[src/rtl/shift_sched_pkg.sv]
// Shared constants and shift-op encodings for the barrel-shifter scheduler.
package shift_sched_pkg;

   localparam int DATA_WIDTH   = 32;
   localparam int AMOUNT_WIDTH = $clog2(DATA_WIDTH);

   typedef enum logic [1:0] {
      OP_LSL = 2'b00,
      OP_LSR = 2'b01,
      OP_ASR = 2'b10,
      OP_ROR = 2'b11
   } shift_op_e;

endpackage

[src/rtl/shift_sched_arb.sv]
// Two-way round-robin arbiter; priority only rotates when a grant is actually accepted.
module rr_arbiter_2 (
   input  logic       clk,
   input  logic       rst_n,
   input  logic [1:0] req,
   input  logic       accept,
   output logic [1:0] grant
);

   logic last_grant;

   always_comb begin
      grant = 2'b00;
      unique case (req)
         2'b01:   grant = 2'b01;
         2'b10:   grant = 2'b10;
         2'b11:   grant = last_grant ? 2'b01 : 2'b10;
         default: grant = 2'b00;
      endcase
   end

   // Reset to 1 so requester 0 wins the first tie.
   always_ff @(posedge clk or negedge rst_n) begin
      if (!rst_n)
         last_grant <= 1'b1;
      else if (accept)
         last_grant <= grant[1];
   end

endmodule

[src/rtl/shift_sched_shift.sv]
// Combinational 32-bit ARM barrel shifter with immediate (amount 0..31) semantics.
module arm_shift_32
   import shift_sched_pkg::*;
(
   input  logic [DATA_WIDTH-1:0]   data,
   input  logic [AMOUNT_WIDTH-1:0] amount,
   input  shift_op_e               op,
   input  logic                    carry_in,
   output logic [DATA_WIDTH-1:0]   result,
   output logic                    carry_out
);

   logic [DATA_WIDTH:0]     lsl_w;
   logic [DATA_WIDTH:0]     lsr_w;
   logic [DATA_WIDTH:0]     asr_w;
   logic [2*DATA_WIDTH-1:0] ror_w;

   // The extra bit on each widened vector catches the last bit shifted out.
   always_comb begin
      lsl_w     = {1'b0, data} << amount;
      lsr_w     = {data, 1'b0} >> amount;
      asr_w     = $unsigned($signed({data, 1'b0}) >>> amount);
      ror_w     = {data, data} >> amount;
      result    = data;
      carry_out = carry_in;
      unique case (op)
         OP_LSL: begin
            if (amount != '0) begin
               result    = lsl_w[DATA_WIDTH-1:0];
               carry_out = lsl_w[DATA_WIDTH];
            end
         end
         OP_LSR: begin
            if (amount == '0) begin
               result    = '0;
               carry_out = data[DATA_WIDTH-1];
            end else begin
               result    = lsr_w[DATA_WIDTH:1];
               carry_out = lsr_w[0];
            end
         end
         OP_ASR: begin
            if (amount == '0) begin
               result    = {DATA_WIDTH{data[DATA_WIDTH-1]}};
               carry_out = data[DATA_WIDTH-1];
            end else begin
               result    = asr_w[DATA_WIDTH:1];
               carry_out = asr_w[0];
            end
         end
         OP_ROR: begin
            if (amount == '0) begin
               result    = {carry_in, data[DATA_WIDTH-1:1]};
               carry_out = data[0];
            end else begin
               result    = ror_w[DATA_WIDTH-1:0];
               carry_out = ror_w[DATA_WIDTH-1];
            end
         end
      endcase
   end

endmodule

[src/rtl/shift_sched.sv]
// Schedules two requesters onto one barrel shifter, keeping per-requester C flags.
module shift_sched
   import shift_sched_pkg::*;
(
   input  logic                  clk,
   input  logic                  rst_n,
   input  logic                  r0_valid,
   output logic                  r0_ready,
   input  logic [1:0]            r0_op,
   input  logic                  r0_reg_shift,
   input  logic [7:0]            r0_amount,
   input  logic [DATA_WIDTH-1:0] r0_data,
   input  logic                  r0_set_c,
   input  logic                  r1_valid,
   output logic                  r1_ready,
   input  logic [1:0]            r1_op,
   input  logic                  r1_reg_shift,
   input  logic [7:0]            r1_amount,
   input  logic [DATA_WIDTH-1:0] r1_data,
   input  logic                  r1_set_c,
   input  logic [1:0]            c_load,
   input  logic [1:0]            c_load_val,
   output logic [1:0]            c_flag,
   output logic                  resp_valid,
   input  logic                  resp_ready,
   output logic                  resp_id,
   output logic [DATA_WIDTH-1:0] resp_data,
   output logic                  resp_carry
);

   logic [1:0]            grant;
   logic                  can_accept;
   logic                  accept;
   logic                  id;
   shift_op_e             sel_op;
   logic                  sel_reg;
   logic [7:0]            sel_amt;
   logic [DATA_WIDTH-1:0] sel_data;
   logic                  sel_set_c;
   logic                  sel_c;
   logic [DATA_WIDTH-1:0] shift_result;
   logic                  shift_carry;
   logic [DATA_WIDTH-1:0] sh_result;
   logic                  sh_carry;

   assign can_accept = !resp_valid || resp_ready;
   assign r0_ready   = grant[0] & can_accept & rst_n;
   assign r1_ready   = grant[1] & can_accept & rst_n;
   assign accept     = r0_ready | r1_ready;
   assign id         = grant[1];

   rr_arbiter_2 u_arb (
      .clk    (clk),
      .rst_n  (rst_n),
      .req    ({r1_valid, r0_valid}),
      .accept (accept),
      .grant  (grant)
   );

   assign sel_op    = shift_op_e'(id ? r1_op : r0_op);
   assign sel_reg   = id ? r1_reg_shift : r0_reg_shift;
   assign sel_amt   = id ? r1_amount : r0_amount;
   assign sel_data  = id ? r1_data : r0_data;
   assign sel_set_c = id ? r1_set_c : r0_set_c;
   assign sel_c     = c_flag[id];

   arm_shift_32 u_shift (
      .data      (sel_data),
      .amount    (sel_amt[AMOUNT_WIDTH-1:0]),
      .op        (sel_op),
      .carry_in  (sel_c),
      .result    (shift_result),
      .carry_out (shift_carry)
   );

   // Register-specified amounts of 0 or >=32 fall outside the shifter's immediate encoding.
   always_comb begin
      sh_result = shift_result;
      sh_carry  = shift_carry;
      if (sel_reg) begin
         if (sel_amt == 8'd0) begin
            sh_result = sel_data;
            sh_carry  = sel_c;
         end else if (sel_amt >= 8'd32) begin
            unique case (sel_op)
               OP_LSL: begin
                  sh_result = '0;
                  sh_carry  = (sel_amt == 8'd32) ? sel_data[0] : 1'b0;
               end
               OP_LSR: begin
                  sh_result = '0;
                  sh_carry  = (sel_amt == 8'd32) ? sel_data[DATA_WIDTH-1] : 1'b0;
               end
               OP_ASR: begin
                  sh_result = {DATA_WIDTH{sel_data[DATA_WIDTH-1]}};
                  sh_carry  = sel_data[DATA_WIDTH-1];
               end
               OP_ROR: begin
                  if (sel_amt[AMOUNT_WIDTH-1:0] == '0) begin
                     sh_result = sel_data;
                     sh_carry  = sel_data[DATA_WIDTH-1];
                  end
               end
            endcase
         end
      end
   end

   always_ff @(posedge clk or negedge rst_n) begin
      if (!rst_n) begin
         resp_valid <= 1'b0;
         resp_data  <= '0;
         resp_carry <= 1'b0;
         resp_id    <= 1'b0;
      end else if (accept) begin
         resp_valid <= 1'b1;
         resp_data  <= sh_result;
         resp_carry <= sh_carry;
         resp_id    <= id;
      end else if (resp_ready) begin
         resp_valid <= 1'b0;
      end
   end

   // An external c_load beats a shift-driven carry update on the same bit.
   always_ff @(posedge clk or negedge rst_n) begin
      if (!rst_n) begin
         c_flag <= 2'b00;
      end else begin
         for (int i = 0; i < 2; i++) begin
            if (c_load[i])
               c_flag[i] <= c_load_val[i];
            else if (accept && sel_set_c && (int'(id) == i))
               c_flag[i] <= sh_carry;
         end
      end
   end

endmodule

[config.mk]
export PLATFORM = sky130hd
export DESIGN_NAME = shift_sched
export DESIGN_NICKNAME = d
export VERILOG_FILES = /design/src/rtl/shift_sched_pkg.sv /design/src/rtl/shift_sched_arb.sv /design/src/rtl/shift_sched_shift.sv /design/src/rtl/shift_sched.sv
export SDC_FILE = /design/constraint.sdc
export NUM_CORES = 1
export LEC_CHECK = 0
export ABC_AREA = 1
export CAP_MARGIN = 20
export CORE_MARGIN = 1.5
export CORE_UTILIZATION = 50
export CTS_BUF_LIST = sky130_fd_sc_hd__clkbuf_8 sky130_fd_sc_hd__clkbuf_16
export DETAILED_ROUTE_END_ITERATION = 6
export PLACE_DENSITY_LB_ADDON = 0.05
export SLEW_MARGIN = 0
export SYNTH_ARGS = -nofsm -noshare
export SYNTH_HDL_FRONTEND = slang
export SYNTH_SLANG_ARGS = --single-unit
[constraint.sdc]
create_clock -name clk -period 4 [get_ports clk]
set_input_delay 0.8 -clock clk [delete_from_list [all_inputs] [get_ports clk]]
set_output_delay 0.8 -clock clk [all_outputs]
set_load 0.03 [all_outputs]
## After elaboration in Yosys (flattened, before gate mapping)

Cells that the tools add are included.

| operators by class | value |
|---|---|
| shift operators | 4 |
| muxes and demuxes | 37 |
| bitwise logic cells | 6 |
| equality and inequality tests | 7 |
| reductions and logical operators | 13 |
| magnitude comparators | 2 |

Operator list:

| operator | number |
|---|---|
| $mux 32 | 9 |
| $pmux 32 s4 | 1 |
| $pmux 32 s3 | 1 |
| $shr 64x5->32 | 1 |
| $shl 32x5->33 | 1 |
| $shr 33x5->33 | 1 |
| $sshr 33x5->33 | 1 |
| $mux 1 | 20 |
| $eq 2x2->1 const B | 4 |
| $eq 8x6->1 const B | 1 |
| $ge 8x6->1 const B | 1 |
| $logic_not 8->1 | 1 |
| $mux 8 | 1 |
| $pmux 1 s4 | 2 |
| $pmux 2 s3 | 1 |
| $reduce_bool 2->1 | 3 |
| $logic_not 5->1 | 1 |
| $reduce_bool 5->1 | 1 |
| $and 1x1->1 | 4 |
| $eq 2x1->1 const B | 2 |
| $mux 2 | 2 |
| $logic_and 1x1->1 | 3 |
| $logic_not 2->1 | 1 |
| $lt 1x2->1 const B | 1 |
| 5 further kinds | 5 |

| word-level totals | value |
|---|---|
| output and inout port bits | 39 |
| register bits | 38 |

## Depth between registers and ports, before layout

Gate-level depths: netlist of run 1.

| depth | value |
|---|---|
| depth in word-level cells | 13 |
| depth in mapped cells | 23 |
| gate-level depth less buffers | 20 |

## By module

From an unflattened synthesis of run 1, not the netlist that was laid out.

| unflattened totals | value |
|---|---|
| cells, all modules | 1643 |
| area total of the unflattened synthesis | 8126.5 um2 |

Modules (own cells, without submodules):

| module | instances | cells an instance | sequential area each (um2) | area an instance (um2) |
|---|---|---|---|---|
| arm_shift_32 | 1 | 1157 | 0.0 | 5149.9 |
| shift_sched | 1 | 477 | 925.9 | 2912.8 |
| rr_arbiter_2 | 1 | 9 | 26.3 | 63.8 |

## Worst setup path after synthesis of run 1

No wires, ideal clock.

| timing | value |
|---|---|
| path kind | input port to flip-flop |
| start | input r1_valid |
| end | register resp_data[0] |
| buffers on the path | 5 |
| stages | 12 |
| arrival | 2801 ps |
| setup slack | 1121 ps |
| data required time | 3923 ps |
| path through | buf_4 > nand2_4 > buf_6 > buf_6 > buf_4 > o21ai_0 > nor2_1 > nor2_1 > clkinv_1 > clkbuf_1 > nor2_1 > a21oi_1 |

RTL lines:

| element | RTL line | RTL |
|---|---|---|
| start: declaration | shift_sched.sv:14 | `input logic r1_valid,` |
| $eq 2x2->1 / $eq 2x1->1 (equally long branches) | shift_sched_arb.sv:14 | `unique case (req)` |
| $pmux 2 s3 (*) | shift_sched_arb.sv:14 |  |
| $and 1x1->1 (*) (2 in series) | shift_sched.sv:47 | `assign r0_ready = grant[0] & can_accept & rst_n;` |
| via r0_ready | shift_sched.sv:8 | `output logic r0_ready,` |
| $or 1x1->1 (*) | shift_sched.sv:49 | `assign accept = r0_ready \| r1_ready;` |
| end signal: assignment | shift_sched.sv:117 | `resp_data <= sh_result;` |
| end: declaration | shift_sched.sv:27 | `output logic [DATA_WIDTH-1:0] resp_data,` |

Mark *: on every way through the listed nets, which the timed path passes. The rest lies on a longest branch.
A chain may end at the register's enable or synchronous reset.

## Worst setup path after layout of run 1

| timing | value |
|---|---|
| start | input r0_valid |
| end | register resp_carry |

| on the way | value |
|---|---|
| word-level cells in the longest chain between the ends | 11 |

RTL lines:

| element | RTL line | RTL |
|---|---|---|
| start: declaration | shift_sched.sv:7 | `input logic r0_valid,` |
| $eq 2x2->1 / $eq 2x1->1 (equally long branches) | shift_sched_arb.sv:14 |  |
| $pmux 2 s3 (*) | shift_sched_arb.sv:14 |  |
| $mux 32 (tied with other cells) | shift_sched.sv:63 | `assign sel_data = id ? r1_data : r0_data;` |
| $shr 64x5->32 (tied with other cells) | shift_sched_shift.sv:23 | `ror_w = {data, data} >> amount;` |
| $mux 1 (on tied branches) | - |  |
| $pmux 1 s4 | shift_sched_shift.sv:26 | `unique case (op)` |
| $mux 1 | shift_sched.sv:99 | `if (sel_amt[AMOUNT_WIDTH-1:0] == '0) begin` |
| $pmux 1 s4 | shift_sched.sv:85 | `unique case (sel_op)` |
| $mux 1 | shift_sched.sv:84 | `end else if (sel_amt >= 8'd32) begin` |
| $mux 1 | shift_sched.sv:81 | `if (sel_amt == 8'd0) begin` |
| $mux 1 | shift_sched.sv:80 | `if (sel_reg) begin` |
| end signal: assignment | shift_sched.sv:118 | `resp_carry <= sh_carry;` |
| end: declaration | shift_sched.sv:28 | `output logic resp_carry` |

Every way passes the cells marked *; elsewhere a longest branch is shown, timed or not. The select of a mux whose other input is x is not followed.

==> results of run 1 <==
stage by stage:
step           area (um^2)  worst slack [ns]  hold WS (ns)
5_1_grt              10000            0.0326         0.502
2_1_floorplan         8270              1.12         0.451
3_3_place_gp          9840           0.00852         0.463
4_1_cts              10000             0.338         0.482
6_report             10000             0.129         0.479
3_5_place_dp          9840            0.0282         0.466
flip-flops by register name (all words and copies together), names as in the netlist:
| signal | cells |
|---|---|
| resp_id | 1 |
| c_flag | 2 |
| resp_carry | 1 |
| resp_valid | 1 |
| u_arb.last_grant | 1 |
| resp_data | 32 |
cell type report:
type                    count  area (um^2)  area share [%]
clock inverters             3         68.8           0.685
clock buffers               5          125            1.25
inverters                 108          405            4.04
well taps                 216          270            2.69
multi-input cells        1368         6360            63.3
repair buffers            191         1860            18.5
flip-flops and latches     38          952            9.48
Yosys cell counts (all sizes together):
| cell type | instances | area share, % |
|---|---|---|
| mux2i | 2 | 0.24 |
| a21oi | 79 | 4.8 |
| nor2 | 63 | 3.7 |
| a211oi | 4 | 0.36 |
| o221ai | 1 | 0.11 |
| a32o | 1 | 0.12 |
| inv | 107 | 4.9 |
| nand3b | 21 | 1.9 |
| nand3 | 282 | 17 |
| a22o | 1 | 0.11 |
| dfrtp | 37 | 11 |
| a21boi | 1 | 0.091 |
| o41ai | 1 | 0.11 |
| o21ai | 117 | 7.5 |
| o22a | 1 | 0.11 |
| clkinv | 1 | 0.045 |
| a22oi | 2 | 0.18 |
| o21bai | 1 | 0.091 |
| clkbuf | 31 | 1.4 |
| dfstp | 1 | 0.32 |
| nand2 | 707 | 33 |
| a31oi | 8 | 0.61 |
| buf | 75 | 5.6 |
| o211ai | 19 | 1.8 |
| o2111ai | 6 | 0.64 |
| o22ai | 5 | 0.38 |
| nor3b | 1 | 0.091 |
| a221oi | 9 | 0.95 |
| and2 | 5 | 0.38 |
| nor3 | 2 | 0.18 |
| o31ai | 3 | 0.27 |
| or2 | 8 | 0.61 |
| nand4 | 18 | 1.4 |
worst min-delay path, cell delays in order, from the launching register on:
cell and delay, ns:
dfrtp_1 0.34, nand2_1 0.05, nand2_1 0.06
layout by cell type (no fill, tap or decap), drive strengths merged, types with 2 or more instances in the layout:
master / Yosys / routed
mux2i: 2 / 2
bufinv: 0 / 2
dfrtp: 37 / 37
o22ai: 5 / 5
o31ai: 3 / 3
nand4: 18 / 18
nand3: 282 / 282
a211oi: 4 / 4
buf: 75 / 59
a221oi: 9 / 9
nor3: 2 / 2
nand2: 707 / 707
a21oi: 79 / 79
o2111ai: 6 / 6
o211ai: 19 / 19
nand3b: 21 / 21
clkinv: 1 / 2
and2: 5 / 5
a22oi: 2 / 2
clkbuf: 31 / 5
or2: 8 / 8
a31oi: 8 / 8
inv: 107 / 107
nor2: 63 / 63
o21ai: 117 / 117
clkdlybuf4s50: 0 / 132
logic make-up (layout without fill, tap and decap cells):
group / count (synthesis) / after routing
and+or+nand+nor: 1107 / 1107
AOI/OAI and AO/OA: 259 / 259
buffers and inverters: 214 / 307
DFF: 38 / 38
muxes: 2 / 2
metal layers:
layer	up-vias	global-route usage, %	wire (um)
li1	5552	-	-
met2	1047	68.7	16700
met4	0	34.2	3760
met5	-	0	0
met1	5311	58.7	15200
met3	263	14.2	5930
what timing repair did:
action,in CTS,in global routing
hold buffers,0,0
resized for setup,0,2
setup buffers,0,0
endpoints found under the setup margin,0,2
final timing paths:
kind / from / endpoint / slack (ns) / depth (start not counted)
min in group asynchronous: rst_n / resp_data[25] / 0.69 / 2
max: r0_valid / resp_carry / 0.13 / 16
min: resp_data[21] / resp_data[21] / 0.48 / 2
max in group asynchronous: rst_n / u_arb.last_grant / 2.94 / 2
min reg2reg: resp_data[21] / resp_data[21] / 0.48 / 2
max reg2reg: u_arb.last_grant / resp_carry / 0.60 / 17
where the power goes:
| part | total [W] | internal (W) | switching, W |
|---|---|---|---|
| Clock | 0.000532 | 0.000359 | 0.000174 |
| Combinational | 0.00344 | 0.00110 | 0.00234 |
| Sequential | 0.000622 | 0.000532 | 0.0000899 |
| Total | 0.00459 | 0.00199 | 0.00261 |
==> results.ini, run 1 <==
[pwr]
cellLeakagePower_nw = 5.15
powerDensity_nw_per_um2 = 457
power_w = 0.00459
peakVddDrop_uv = 407

[critical_path]
path_max_fanout = 16
worstPathRequired_ns = 4.17
worstPathBufferInverterCount = 2
critPathLaunchType = input port
path_delay_family = simple AND/OR/NAND/NOR gates
critical_path_class = input port to flop
path_cells = clkdlybuf4s50_1 > nand2_2 > nand2_4 > buf_4 > o21ai_1 > nand2_1 > nand3_1 > nand3_1 > nand3_1 > nand3_1 > o21ai_1 > nand2_1 > o21ai_0 > nand3_1 > nand3_1 > nand2_1
cp.arrival_ns = 4.04
slowest_stage = o21ai_1
critPathMostFrequentCell = nand3_1
slowest_delay_ns = 0.55
critPathCaptureType = flop

[synth]
syn-cell-area_um2 = 8270
yosys.cell_types.count = 50
synth_top_family_by_area = simple AND/OR/NAND/NOR gates
synth_cells = 1620
synth_compound_area_share_pct = 18.2
avgSynthCellArea_um2 = 5.11
synthMuxAreaShare_pct = 0.242
synth_seq_cells = 38
synth_simple_gate_area_share_pct = 58.2
synth_fp_nets = 1717
yosys_warnings = 0
synthXorXnorAreaFrac_pct = 0
yosysSeqAreaShare_pct = 11.5
synth-adder-area-share_pct = 0

[clock_tree]
cts-root-buf = clkbuf_16
cts_sinks = 38
cts_tree = built
clock_path_buffers = 2
htreeDepth = 2
clkTransAtPathRegs_ns = 0.06
insertion_delay_ns = 0.29
cts_made_buffers = 5

[timing]
period_minus_slack_ns = 3.87
slew_viol_final = 0
relSlewSlack_pct = 43.5
fin_crit_sh_pct = 96.8
finalSetupTns_ns = 0
grt_setup_unrepaired = no
worst_slew_pin_slew_ns = 0.847
clock-skew-final_ns = 0.00464
hold_viol = 0
max_freq_mhz = 258
setup_viol = 0

[place]
io_buffers = 135
dpl.hpwl_um = 32200
placed_cells = 1921
gp_congestion = 1.21

[route]
ant_nets = 0
drtIter0Drc = 2493
wl_um = 41600
vias = 12173
vias_per_cell = 6.31
drc = 8
avgRoutedWirePerCell_um = 21.5
drt_pass1_iterations = 7

[floorplanning]
die_h_um = 132
start_util_pct = 51.7
die_area_um2 = 17300
std_cell_rows = 46
core_um2 = 16000
fp.dieW_um = 132
pin_count = 136

[cells_and_area]
fillerInstances = 1682
postLayoutCoreUtil_pct = 62.8
stdcell_count = 1929
layout-drive-gt1-share_pct = 7.59
area_delta_synth_final_pct = 21.5
final_nets = 1809
diodes = 0

[grt]
antenna_found_initial = 2
grt_pass1_vias = 11272
grt_pass1_wl_um = 63300
overflow = 0
grt_max_degree = 71
track_usage_pct = 47.2

[min_path]
hp-class = flop to flop

[run_status]
status = complete, but fails checks
violations = DRC

[job]
max_cap_violations = 0

Note: power is estimated with default switching activity, not from simulation.
==> run 2, diff against run 1 <==
--- a/config.mk
+++ b/config.mk
@@ -9,7 +9,7 @@
 export CAP_MARGIN = 20
 export CORE_MARGIN = 1.5
 export CORE_UTILIZATION = 50
-export CTS_BUF_LIST = sky130_fd_sc_hd__clkbuf_8 sky130_fd_sc_hd__clkbuf_16
+export CTS_BUF_LIST = sky130_fd_sc_hd__clkbuf_4
 export DETAILED_ROUTE_END_ITERATION = 6
 export PLACE_DENSITY_LB_ADDON = 0.05
 export SLEW_MARGIN = 0
==> results.ini, run 2 (same netlist as run 1, synthesis figures left out) <==
[run_status]
status = finished, final reports clean

[clock_tree]
clkTransAtPathRegs_ns = 0.13
cts-root-buf = clkbuf_4
cts_tree = built
insertion_delay_ns = 0.37
clock_path_buffers = 2
ctsHoldBuffers = 0
htreeDepth = 2
cts_made_buffers = 5
cts_sinks = 38

[cells_and_area]
final_nets = 1809
layout-drive-gt1-share_pct = 7.53
final_common_cell = nand2_1
reg_top3 = resp_data x32, c_flag x2
diodes = 0
seq_area_um2 = 952
most-common-layout-cells = nand2_1, nand3_1, clkdlybuf4s50_1, inv_1, a21oi_1
postLayoutCoreUtil_pct = 62.2
regMostFlops = resp_data
fillerInstances = 1703
largest_reg_flops = 32
multi_input_area_um2 = 6360
area_delta_synth_final_pct = 20.4

[timing]
grt_setup_unrepaired = no
hold_viol = 0
slew_viol_final = 0
fin_crit_sh_pct = 93.9
period_minus_slack_ns = 3.76
relSlewSlack_pct = 46.6
max_freq_mhz = 266
finalSetupTns_ns = 0
worst_slew_pin_slew_ns = 0.800
clock-skew-final_ns = 0.0123
setup_viol = 0

[grt]
grt_max_degree = 71
antenna_found_initial = 2
grt_pass1_wl_um = 63300
grt_pass1_vias = 11242
track_usage_pct = 47.1
overflow = 0

[place]
io_buffers = 135
gp_congestion = 1.21
dpl.hpwl_um = 32200

[critical_path]
critPathCaptureType = flop
path_max_fanout = 16
r2r_cells = 16
reg2reg_slack_ns = 0.58
rr_startpoint = u_arb.last_grant
worstPathRequired_ns = 4.27
critPathLaunchType = input port
cp.arrival_ns = 4.03
r2r-end = resp_carry
critical_path_class = input port to flop

[floorplanning]
core_um2 = 16000
std_cell_rows = 46
start_util_pct = 51.7
fp.dieW_um = 132
die_area_um2 = 17300
die_h_um = 132
pin_count = 136

[route]
avgRoutedWirePerCell_um = 21.5
ant_nets = 0
vias_per_cell = 6.32
vias = 12182
wl_um = 41400
drtIter0Drc = 2468
drc = 0
drt_pass1_iterations = 6

[min_path]
hp-class = flop to flop
worstHoldStart = resp_data[21]
min_to = resp_data[21]
worstHoldPathCells = 2

[pwr]
switching_share_pct = 58.6
clkPwrFrac_pct = 7.9
powerDensity_nw_per_um2 = 442
p_int_w = 0.00182
p_sw_w = 0.00258
power.share.sequential_pct = 14.1
peakVddDrop_uv = 402
pwr-share-comb_pct = 78.0
cellLeakagePower_nw = 5.11

[job]
max_cap_violations = 0

-- run 2: cell types whose count changed in the layout (fill, tap and decap cells not counted) --
cell / change
clkbuf_16: -5
clkbuf_4: +5
nand2_1: +1
nand2_2: -1
-- run 2: area by class of cell --
class                      count  area share [%]
multi-input combinational   1368            63.9
timing repair buffer         191            18.7
sequential                    38            9.57
inverter                     108            4.07
tap                          216            2.71
clock inverter                 3           0.691
clock buffer                   5           0.377
-- run 2: how the worst max path moves through the flow --
stage,from,to,slack (ns),cells after the start
2_1_floorplan,r1_valid,resp_data[0],1.12,12
3_3_place_gp,r0_valid,resp_carry,0.009,18
3_5_place_dp,r0_valid,resp_carry,0.03,18
5_1_grt,r0_valid,resp_carry,0.08,16
4_1_cts,r0_valid,resp_carry,0.44,18
6_report,r0_valid,resp_carry,0.24,17
-- run 2: power groups by stage --
stage | combinational (W) | clock [W] | sequential, W
detailed placement | 0.00327 | 0 | 0.000624
global placement | 0.00326 | 0 | 0.000622
global route | 0.00365 | 0.000367 | 0.000637
CTS | 0.00328 | 0.000347 | 0.000619
finish | 0.00343 | 0.000347 | 0.000619
floorplan | 0.00182 | 0 | 0.000900
-- run 2: critical path, stage by stage --
cell and delay, ns:
clkdlybuf4s50_1 0.50, nand2_2 0.10, nand2_4 0.16, buf_4 0.23, nand2_1 0.07, nand2_1 0.40, nand2_1 0.23, nand3_1 0.18
nand3_1 0.14, nand3_1 0.22, nand3_1 0.10, o21ai_1 0.16, nand2_1 0.13, o21ai_0 0.14, nand3_1 0.23, nand3_1 0.14
nand2_1 0.08
-- run 2: routing by layer --
layer	vias up	share of wire (%)	GRT usage, %
met5	-	0.036	0
met4	2	8.8	32.9
met3	265	15	15.2
met2	1057	40	68.5
met1	5313	36	58.5
li1	5545	-	-
-- run 2: timing repair --
action                     in CTS  in global routing
gates resized for setup         0                  1
setup endpoints to repair       0                  4
buffers inserted                0                  0
-- run 2: per-stage QoR --
step	std cells	setup WS, ns	cell area (um^2)	power [W]	hold slack (ns)
finish	1929	0.242	9950	0.00440	0.493
global route	1929	0.0827	9950	0.00465	0.519
CTS	1929	0.439	9950	0.00424	0.496
detailed placement	1921	0.0282	9840	0.00389	0.466
global placement	1921	0.00852	9840	0.00388	0.463
floorplan	1620	1.12	8270	0.00272	0.451
